==> config.mk <==
export PLATFORM = sky130hd
export DESIGN_NAME = od_line_rx
export DESIGN_NICKNAME = d
export VERILOG_FILES = /design/src/rtl/od_line_pkg.sv /design/src/rtl/od_line_sync.sv /design/src/rtl/od_line_rx.sv
export SDC_FILE = /design/constraint.sdc
export NUM_CORES = 1
export LEC_CHECK = 0
export BUFFER_PORTS_ARGS = -buffer_cell sky130_fd_sc_hd__buf_4
export CORE_MARGIN = 2
export CORE_UTILIZATION = 30
export DETAILED_ROUTE_END_ITERATION = 10
export GPL_TIMING_DRIVEN = 0
export PLACE_DENSITY_LB_ADDON = 0.15
export SETUP_SLACK_MARGIN = 0.2
export SYNTH_ARGS = -nofsm -noshare
export SYNTH_HDL_FRONTEND = slang
export SYNTH_SLANG_ARGS = --single-unit
==> constraint.sdc <==
create_clock -name clk -period 1.6 [get_ports clk]
set_input_delay 0.16 -clock clk [delete_from_list [all_inputs] [get_ports clk]]
set_output_delay 0.16 -clock clk [all_outputs]
set_load 0.1 [all_outputs]
==> src/rtl/od_line_pkg.sv <==
// Shared types and sizing helpers for the open-drain line receiver.
package od_line_pkg;

    typedef enum logic [2:0] {
        IDLE,
        START,
        DATA,
        STOP,
        BREAK
    } rx_state_t;

    localparam int unsigned SYNC_STAGES = 2;
    localparam int unsigned MAJ_TAPS    = 3;

    // Sample counter width; the counter only ever holds 0..CLKS_PER_BIT-1.
    function automatic int unsigned cnt_w(input int unsigned clks_per_bit);
        return $clog2(clks_per_bit);
    endfunction

endpackage

==> src/rtl/od_line_sync.sv <==
// Open-drain line conditioning: z/x -> 1, 2-flop synchronizer, and an optional
// 3-tap majority filter enabled by OD_LINE_MAJORITY_EN.
module od_line_sync
    import od_line_pkg::*;
(
    input  logic clk,
    input  logic rstn,
    input  logic line,
    output logic s_line
);

    logic                   line_n;
    logic [SYNC_STAGES-1:0] sync_q;

    // Only an actively pulled-down line reads as 0; z/x is the pulled-up idle level.
    always_comb line_n = (line === 1'b0) ? 1'b0 : 1'b1;

    always_ff @(posedge clk) begin
        if (!rstn) sync_q <= '1;
        else       sync_q <= {sync_q[SYNC_STAGES-2:0], line_n};
    end

`ifdef OD_LINE_MAJORITY_EN
    logic [MAJ_TAPS-1:0] maj_q;

    always_ff @(posedge clk) begin
        if (!rstn) maj_q <= '1;
        else       maj_q <= {maj_q[MAJ_TAPS-2:0], sync_q[SYNC_STAGES-1]};
    end

    // Two of three taps must agree, so a single-cycle glitch never reaches the FSM.
    always_comb s_line = (maj_q[0] & maj_q[1]) | (maj_q[0] & maj_q[2]) | (maj_q[1] & maj_q[2]);
`else
    always_comb s_line = sync_q[SYNC_STAGES-1];
`endif

endmodule

==> src/rtl/od_line_rx.sv <==
// UART-style receiver for an open-drain line with a one-entry valid/ready buffer.
// Building with OD_LINE_MAJORITY_EN adds a majority glitch filter in od_line_sync.
module od_line_rx
    import od_line_pkg::*;
#(
    parameter int unsigned CLKS_PER_BIT = 16,
    parameter int unsigned DATA_W       = 8
) (
    input  logic              clk,
    input  logic              rstn,
    input  logic              line,
    output logic [DATA_W-1:0] rx_data,
    output logic              rx_valid,
    input  logic              rx_ready,
    output logic              busy,
    output logic              frame_err,
    output logic              overrun
);

    localparam int unsigned CNT_W = cnt_w(CLKS_PER_BIT);
    localparam int unsigned BIT_W = (DATA_W > 1) ? $clog2(DATA_W) : 1;
    localparam int unsigned HALF  = CLKS_PER_BIT / 2;

    rx_state_t         state_q, state_d;
    logic [CNT_W-1:0]  cnt_q, cnt_d;
    logic [BIT_W-1:0]  bit_q, bit_d;
    logic [DATA_W-1:0] shift_q, shift_d;
    logic              good_c, bad_c;
    logic              s_line;

    od_line_sync u_sync (
        .clk    (clk),
        .rstn   (rstn),
        .line   (line),
        .s_line (s_line)
    );

    // Next-state, bit sampling and frame completion events.
    always_comb begin
        state_d = state_q;
        cnt_d   = cnt_q;
        bit_d   = bit_q;
        shift_d = shift_q;
        good_c  = 1'b0;
        bad_c   = 1'b0;
        unique case (state_q)
            IDLE: begin
                // Every path into IDLE leaves s_line high, so a low level is the falling edge.
                if (!s_line) begin
                    state_d = START;
                    cnt_d   = CNT_W'(HALF - 1);
                end
            end
            START: begin
                if (cnt_q != '0) begin
                    cnt_d = cnt_q - 1'b1;
                end else if (!s_line) begin
                    state_d = DATA;
                    cnt_d   = CNT_W'(CLKS_PER_BIT - 1);
                    bit_d   = '0;
                end else begin
                    state_d = IDLE;
                end
            end
            DATA: begin
                if (cnt_q != '0) begin
                    cnt_d = cnt_q - 1'b1;
                end else begin
                    shift_d = DATA_W'({s_line, shift_q} >> 1);
                    cnt_d   = CNT_W'(CLKS_PER_BIT - 1);
                    if (bit_q == BIT_W'(DATA_W - 1)) state_d = STOP;
                    else                             bit_d   = bit_q + 1'b1;
                end
            end
            STOP: begin
                if (cnt_q != '0) begin
                    cnt_d = cnt_q - 1'b1;
                end else if (s_line) begin
                    good_c  = 1'b1;
                    state_d = IDLE;
                end else begin
                    bad_c   = 1'b1;
                    state_d = BREAK;
                end
            end
            BREAK: begin
                if (s_line) state_d = IDLE;
            end
            default: state_d = IDLE;
        endcase
    end

    always_ff @(posedge clk) begin
        if (!rstn) begin
            state_q <= IDLE;
            cnt_q   <= '0;
            bit_q   <= '0;
            shift_q <= '0;
        end else begin
            state_q <= state_d;
            cnt_q   <= cnt_d;
            bit_q   <= bit_d;
            shift_q <= shift_d;
        end
    end

    // Holding buffer: a new word is only taken when the slot is empty or being drained.
    always_ff @(posedge clk) begin
        if (!rstn) begin
            rx_data   <= '0;
            rx_valid  <= 1'b0;
            busy      <= 1'b0;
            frame_err <= 1'b0;
            overrun   <= 1'b0;
        end else begin
            busy      <= (state_d != IDLE);
            frame_err <= bad_c;
            overrun   <= good_c && rx_valid && !rx_ready;
            if (good_c && (!rx_valid || rx_ready)) begin
                rx_data  <= shift_q;
                rx_valid <= 1'b1;
            end else if (rx_valid && rx_ready) begin
                rx_valid <= 1'b0;
            end
        end
    end

endmodule

==> impl_metrics.toml, run 1 <==
[synth]
synth.avg_cell_area_sq_um = 9.41
synth_flop_cell = "dfxtp_1"
syn-num-nets = 147
syn_inst = 140
syn_area_sq_um = 1320
ys_warn_count = 0
yosysSeqAreaShare_pct = 48.6
synth.distinct_cells = 35
synth-async-reset-ratio_pct = 0
ys_ff_latch = 32
synth_edf_count = 0

[route]
remaining_drc_errors = 0
highest_layer = "met4"
wl_per_cell_um = 12.9
first_pass_iters = 4
drt_iter0_drc = 27
vias = 1084
viasPerCell = 4.80
met2_wirelength_um = 1370
routed_wl_um = 2920
route.met3.wl_um = 81
ant_nets = 0
drt-met1-wl_um = 1450

[clock_network]
clk_pin_slew_ps = 70
cts_tree = "yes"
htree_levels = 2
clk_latency_ps = 280
cts-root-buf = "clkbuf_8"
clkSinkCount = 32
cts_hold_buf = 0
cts_buffers = 5
cts_buffer_depth = 2

[sta]
clock_skew_ps = 5.07
slew_violations = 0
fmax_mhz = 647
fin_hold_ws_ps = 66.9
rsz0062_at_grt = "true"
setup_tns_ps = 0
hold_viol = 0
setup_violations = 0
slew_headroom_pct = 57.0
period_needed_ps = 1550
tightest_slew_ps = 645
fin_crit_sh_pct = 96.6
fin_ws_ps = 54.9

[cells_and_area]
num_antenna_cells = 0
fin_nets = 180
layout-drive-gt1-share_pct = 41.4
fin_area_sq_um = 1840
fin_util_pct = 42.9
fin_cells = 226
area_delta_synth_final_pct = 40.0

[setup_path]
end_kind = "flop"
critPathKind = "flop to flop"
crit_arrival_ps = 1710
worstPathRequired_ps = 1760
start_kind = "flop"
cp_max_fo = 6

[global_route]
grt_pass1_vias = 1074
antenna_found_initial = 0
grt-ovfl-total = 0
grt.total_usage_pct = 12.5
grt_max_degree = 11
grt_first_pass_wirelength_um = 4970

[job]
drv_cap = 0

[power]
leakagePower_nw = 0.732
power.density_nw_per_um2 = 1000
ir_drop_v = 0.000615
total_power_mw = 1.84

[run_status]
outcome = "finished, final reports clean"

[place]
placedCellCount = 207
portBuffers = 15
post-place-ws_ps = -33.8
routabilityCongestion = 0.764
dpl.hpwl_um = 1890
place_area_sq_um = 1530

[floorplan]
die_w_um = 70.3
rows = 24
chipHeight_um = 70.3
start_util_pct = 30.7
core_sq_um = 4290
die_area_sq_um = 4940
io_pins = 16

[hold_path]
min_path_type = "input port to flop"
[synthesized netlist by cell type, types with 3 or more instances]
library cell | count | area [sq um]
dfxtp_1 | 32 | 641
o21ai_0 | 10 | 50.1
nand2_1 | 15 | 56.3
mux2i_1 | 8 | 80.1
ha_1 | 3 | 37.5
nor2_1 | 13 | 48.8
nor3_1 | 5 | 25.0
clkbuf_1 | 3 | 11.3
nand3_1 | 10 | 50.1
a21oi_1 | 5 | 25.0
nand2b_1 | 5 | 31.3
inv_1 | 4 | 15.0
[cells in the final DEF (no fill, tap or decap), types with 2 or more instances in the layout]
cell,n
nand2b_1,5
o21ai_0,4
nor3_2,2
a21oi_1,2
mux2i_1,8
inv_2,2
nor3_1,2
nand3_1,2
mux2_4,2
nand2_2,2
clkbuf_8,5
dfxtp_2,2
ha_1,2
nor3b_4,2
buf_4,25
nand3_2,8
dfxtp_1,29
clkbuf_1,4
a311oi_1,2
a21oi_2,3
buf_6,5
inv_1,2
nor2_1,12
o21ai_1,6
nand2_1,13
[report_power, final]
part | switching [mW] | leakage (nW) | internal (mW) | total, mW
combinational | 0.137 | 0.416 | 0.130 | 0.267
sequential | 0.0133 | 0.261 | 0.811 | 0.824
clock | 0.291 | 0.0552 | 0.462 | 0.752
total | 0.441 | 0.732 | 1.40 | 1.84
[state kept, by name, indices dropped and copies added (netlist names)]
signal	cells
bit_q	3
busy	1
cnt_q	4
frame_err	1
rx_data	8
state_q	3
rx_valid	1
overrun	1
shift_q	8
u_sync.sync_q	2
[per-layer routing]
metal	vias up	global-route usage [%]
met5	-	0
met4	0	3.85
met3	2	3.46
met2	11	19.6
met1	515	16.8
li1	556	-
[area by class of cell]
class	instances	area, sq um
inverter	5	18.8
tap	52	65.1
clock buffer	6	72.6
sequential	32	647
timing repair buffer	26	206
fill	436	2450
multi-input combinational	95	746
clock inverter	2	35.0
buffer	8	53.8
[final timing paths]
check / cells past startpoint / end / slack [ps] / startpoint
setup / recovery: 7 / bit_q[0]$_SDFFE_PN0P_ / 50 / cnt_q[1]$_SDFFE_PN0P_
setup reg to reg: 7 / bit_q[0]$_SDFFE_PN0P_ / 50 / cnt_q[1]$_SDFFE_PN0P_
hold / removal: 2 / u_sync.sync_q[0]$_SDFF_PN1_ / 70 / line
hold reg to reg: 1 / u_sync.sync_q[1]$_SDFF_PN1_ / 410 / u_sync.sync_q[0]$_SDFF_PN1_
[cells by family after synthesis]
family | count (synthesis) | share of synthesized area [%]
flops | 32 | 48.6
compound gates | 26 | 13.4
fa+ha+maj | 3 | 2.85
simple gates | 56 | 22.0
mux | 10 | 8.07
buf+inv | 13 | 5.03
[repair_timing]
item | 4_1_cts | 5_1_grt
gates resized for setup | 14 | 20
setup buffers | 9 | 2
pin swaps | 12 | 10
setup endpoints to repair | 15 | 29
[critical path, stage by stage (launching register included)]
cell and delay (ps):
dfxtp_2 320, inv_2 60, ha_4 130, nor3b_4 200, buf_6 190, nand2_8 60
o21a_1 200, mux2_4 260
(Power assumes the default switching activity.)
==> run 2: changes to the inputs <==
Settings changed: ABC_AREA set to 1.
==> impl_metrics.toml, run 2 <==
[run_status]
outcome = "finished, final reports clean"

[sta]
setup_tns_ps = 0
fin_ws_ps = 268
slew_violations = 0
fin_crit_sh_pct = 83.2
rsz0062_at_grt = "true"
fmax_mhz = 751
period_needed_ps = 1330
slew_headroom_pct = 70.3
hold_viol = 0
tightest_slew_ps = 445
clock_skew_ps = 7.34
setup_violations = 0

[setup_path]
crit_arrival_ps = 1520
cpPeakStageDelay_ps = 350
worst_path_max_delay_cell = "dfxtp_1"
critPathKind = "flop to flop"
worstPathRequired_ps = 1790
cp_max_fo = 9
reg2reg_depth = 10
critPathLaunch = "cnt_q[0]$_SDFFE_PN0P_"
path_depth = 10
timing.rr.start = "cnt_q[0]$_SDFFE_PN0P_"
start_kind = "flop"
path_buf_inv = 2
end_kind = "flop"
path_delay_family = "simple AND/OR/NAND/NOR gates"
worstPathCellList = "inv_2, ha_4, nand2_4, inv_4, nand2_4, nand2_2, nor2_2, nand2_1, nor2_1, nor2_1"

[global_route]
grt-ovfl-total = 0
grt_max_degree = 11
grt_first_pass_wirelength_um = 4810
antenna_found_initial = 0
grt_pass1_vias = 1141
grt.total_usage_pct = 11.9

[clock_network]
cts-root-buf = "clkbuf_8"
cts_buffers = 5
clk_pin_slew_ps = 70
cts_tree = "yes"
clk_latency_ps = 290
htree_levels = 2
cts_buffer_depth = 2
clkSinkCount = 32

[cells_and_area]
num_antenna_cells = 0
mostFrequentLayoutCells = "nor2_1, nand2_1, dfxtp_1, buf_4, inv_1"
fin_area_sq_um = 1740
top_regs = "rx_data x8, shift_q x8, cnt_q x4"
final_common_cell = "nor2_1"
layout-drive-gt1-share_pct = 24.3
area_delta_synth_final_pct = 23.1
fin_nets = 224

[power]
ir_drop_v = 0.000611
leakagePower_nw = 0.752
power.density_nw_per_um2 = 1030

[place]
dpl.hpwl_um = 1980
place_area_sq_um = 1600
post-place-ws_ps = 115
routabilityCongestion = 0.799
portBuffers = 15

[synth]
synth_edf_count = 0
synthMuxAreaShare_pct = 0
yosysSeqAreaShare_pct = 45.2
yosysTopAreaCell = "dfxtp_1"
ys_ff_latch = 32
synth_flop_cell = "dfxtp_1"
syn_inst = 194
synth_compound_area_share_pct = 10.9
synth.top_cells.by_count = "nor2_1, nand2_1, dfxtp_1"
synth-async-reset-ratio_pct = 0
ys_warn_count = 0
synth_top_area_share_pct = 45.2
synth_xor_area_share_pct = 0
synth_most_common_cell = "nor2_1"
synth.avg_cell_area_sq_um = 7.30
syn-num-nets = 201
syn_area_sq_um = 1420
synth_area_leaders = "dfxtp_1, nor2_1, nand2_1, o21ai_0, inv_1"
synth.distinct_cells = 24
synthSimpleGateAreaFrac_pct = 33.7
synth_top_family_by_area = "simple AND/OR/NAND/NOR gates"
synth_fa_ha_area_share_pct = 2.65

[floorplan]
io_pins = 16
die_area_sq_um = 5290
core_sq_um = 4440
die_w_um = 72.7
chipHeight_um = 72.7
start_util_pct = 31.9
rows = 24

[hold_path]
min_path_type = "input port to flop"
min_from = "line"
whs_path_depth = 2

[route]
routed_wl_um = 2730
viasPerCell = 4.49
ant_nets = 0
first_pass_iters = 5
wl_per_cell_um = 10.1
drt_iter0_drc = 51
remaining_drc_errors = 0
vias = 1213

[job]
drv_cap = 0
==> run 2: cell types whose count changed after synthesis, moves of 4 or more <==
cell | previous run | this run
nor2_1 | 13 | 46
nand2_1 | 15 | 33
inv_1 | 4 | 16
o21ai_0 | 10 | 19
mux2i_1 | 8 | 0
nand2b_1 | 5 | 0
nor2_2 | 0 | 5
nand2_2 | 0 | 4
nand3_1 | 10 | 6
nor3_1 | 5 | 1
==> run 2: repair_timing <==
action                                  in CTS  in global routing
hold buffers                                 0                  0
setup buffers                                0                  1
endpoints found under the setup margin      17                 13
resized for setup                            4                 13
gates cloned                                 0                  0
pin swaps                                    1                  2
endpoints found under the hold margin        0                  0
==> run 2: cell type report <==
cell class	instances	area, sq um
Timing Repair Buffer	16	120
Multi-Input combinational cell	137	698
Sequential cell	32	642
Tap cell	52	65.1
Fill cell	482	2700
Clock buffer	6	72.6
Buffer	5	27.5
Inverter	20	82.6
Clock inverter	2	35.0
==> run 2: kinds of logic after synthesis <==
group / after synthesis
simple gates: 104
flops: 32
compound gates: 30
buf+inv: 25
fa+ha+maj: 3
==> run 2: path summary, 6_finish.rpt <==
path	end	slack [ps]
worst max-delay path	cnt_q[1]$_SDFFE_PN0P_	270
worst min register to register	u_sync.sync_q[1]$_SDFF_PN1_	410
worst min-delay path	u_sync.sync_q[0]$_SDFF_PN1_	60
worst max register to register	cnt_q[1]$_SDFFE_PN0P_	270
==> run 2: per-layer routing <==
metal / global-route usage, % / share of wire, % / vias up
met3: 4.28 / 5.4 / 8
met2: 18.2 / 42 / 27
met4: 5.56 / 2.0 / 0
met1: 14.9 / 50 / 517
met5: 0 / 0 / -
li1: - / - / 661
==> run 2: per-stage QoR <==
stage                     instances  total power, mW  util, %  hold slack, ps
after CTS                       269             1.81     38.7            49.4
after detailed placement        261             1.02     35.9             351
after global routing            270             1.88     39.2            48.9
after floorplan                 194            0.978        -             267
final                           270             1.80     39.2            57.6
after global placement          261             1.02     35.9             349
==> run 2: power breakdown <==
group	internal, mW	switching (mW)
Sequential	0.812	0.0136
Combinational	0.0740	0.129
Clock	0.462	0.309
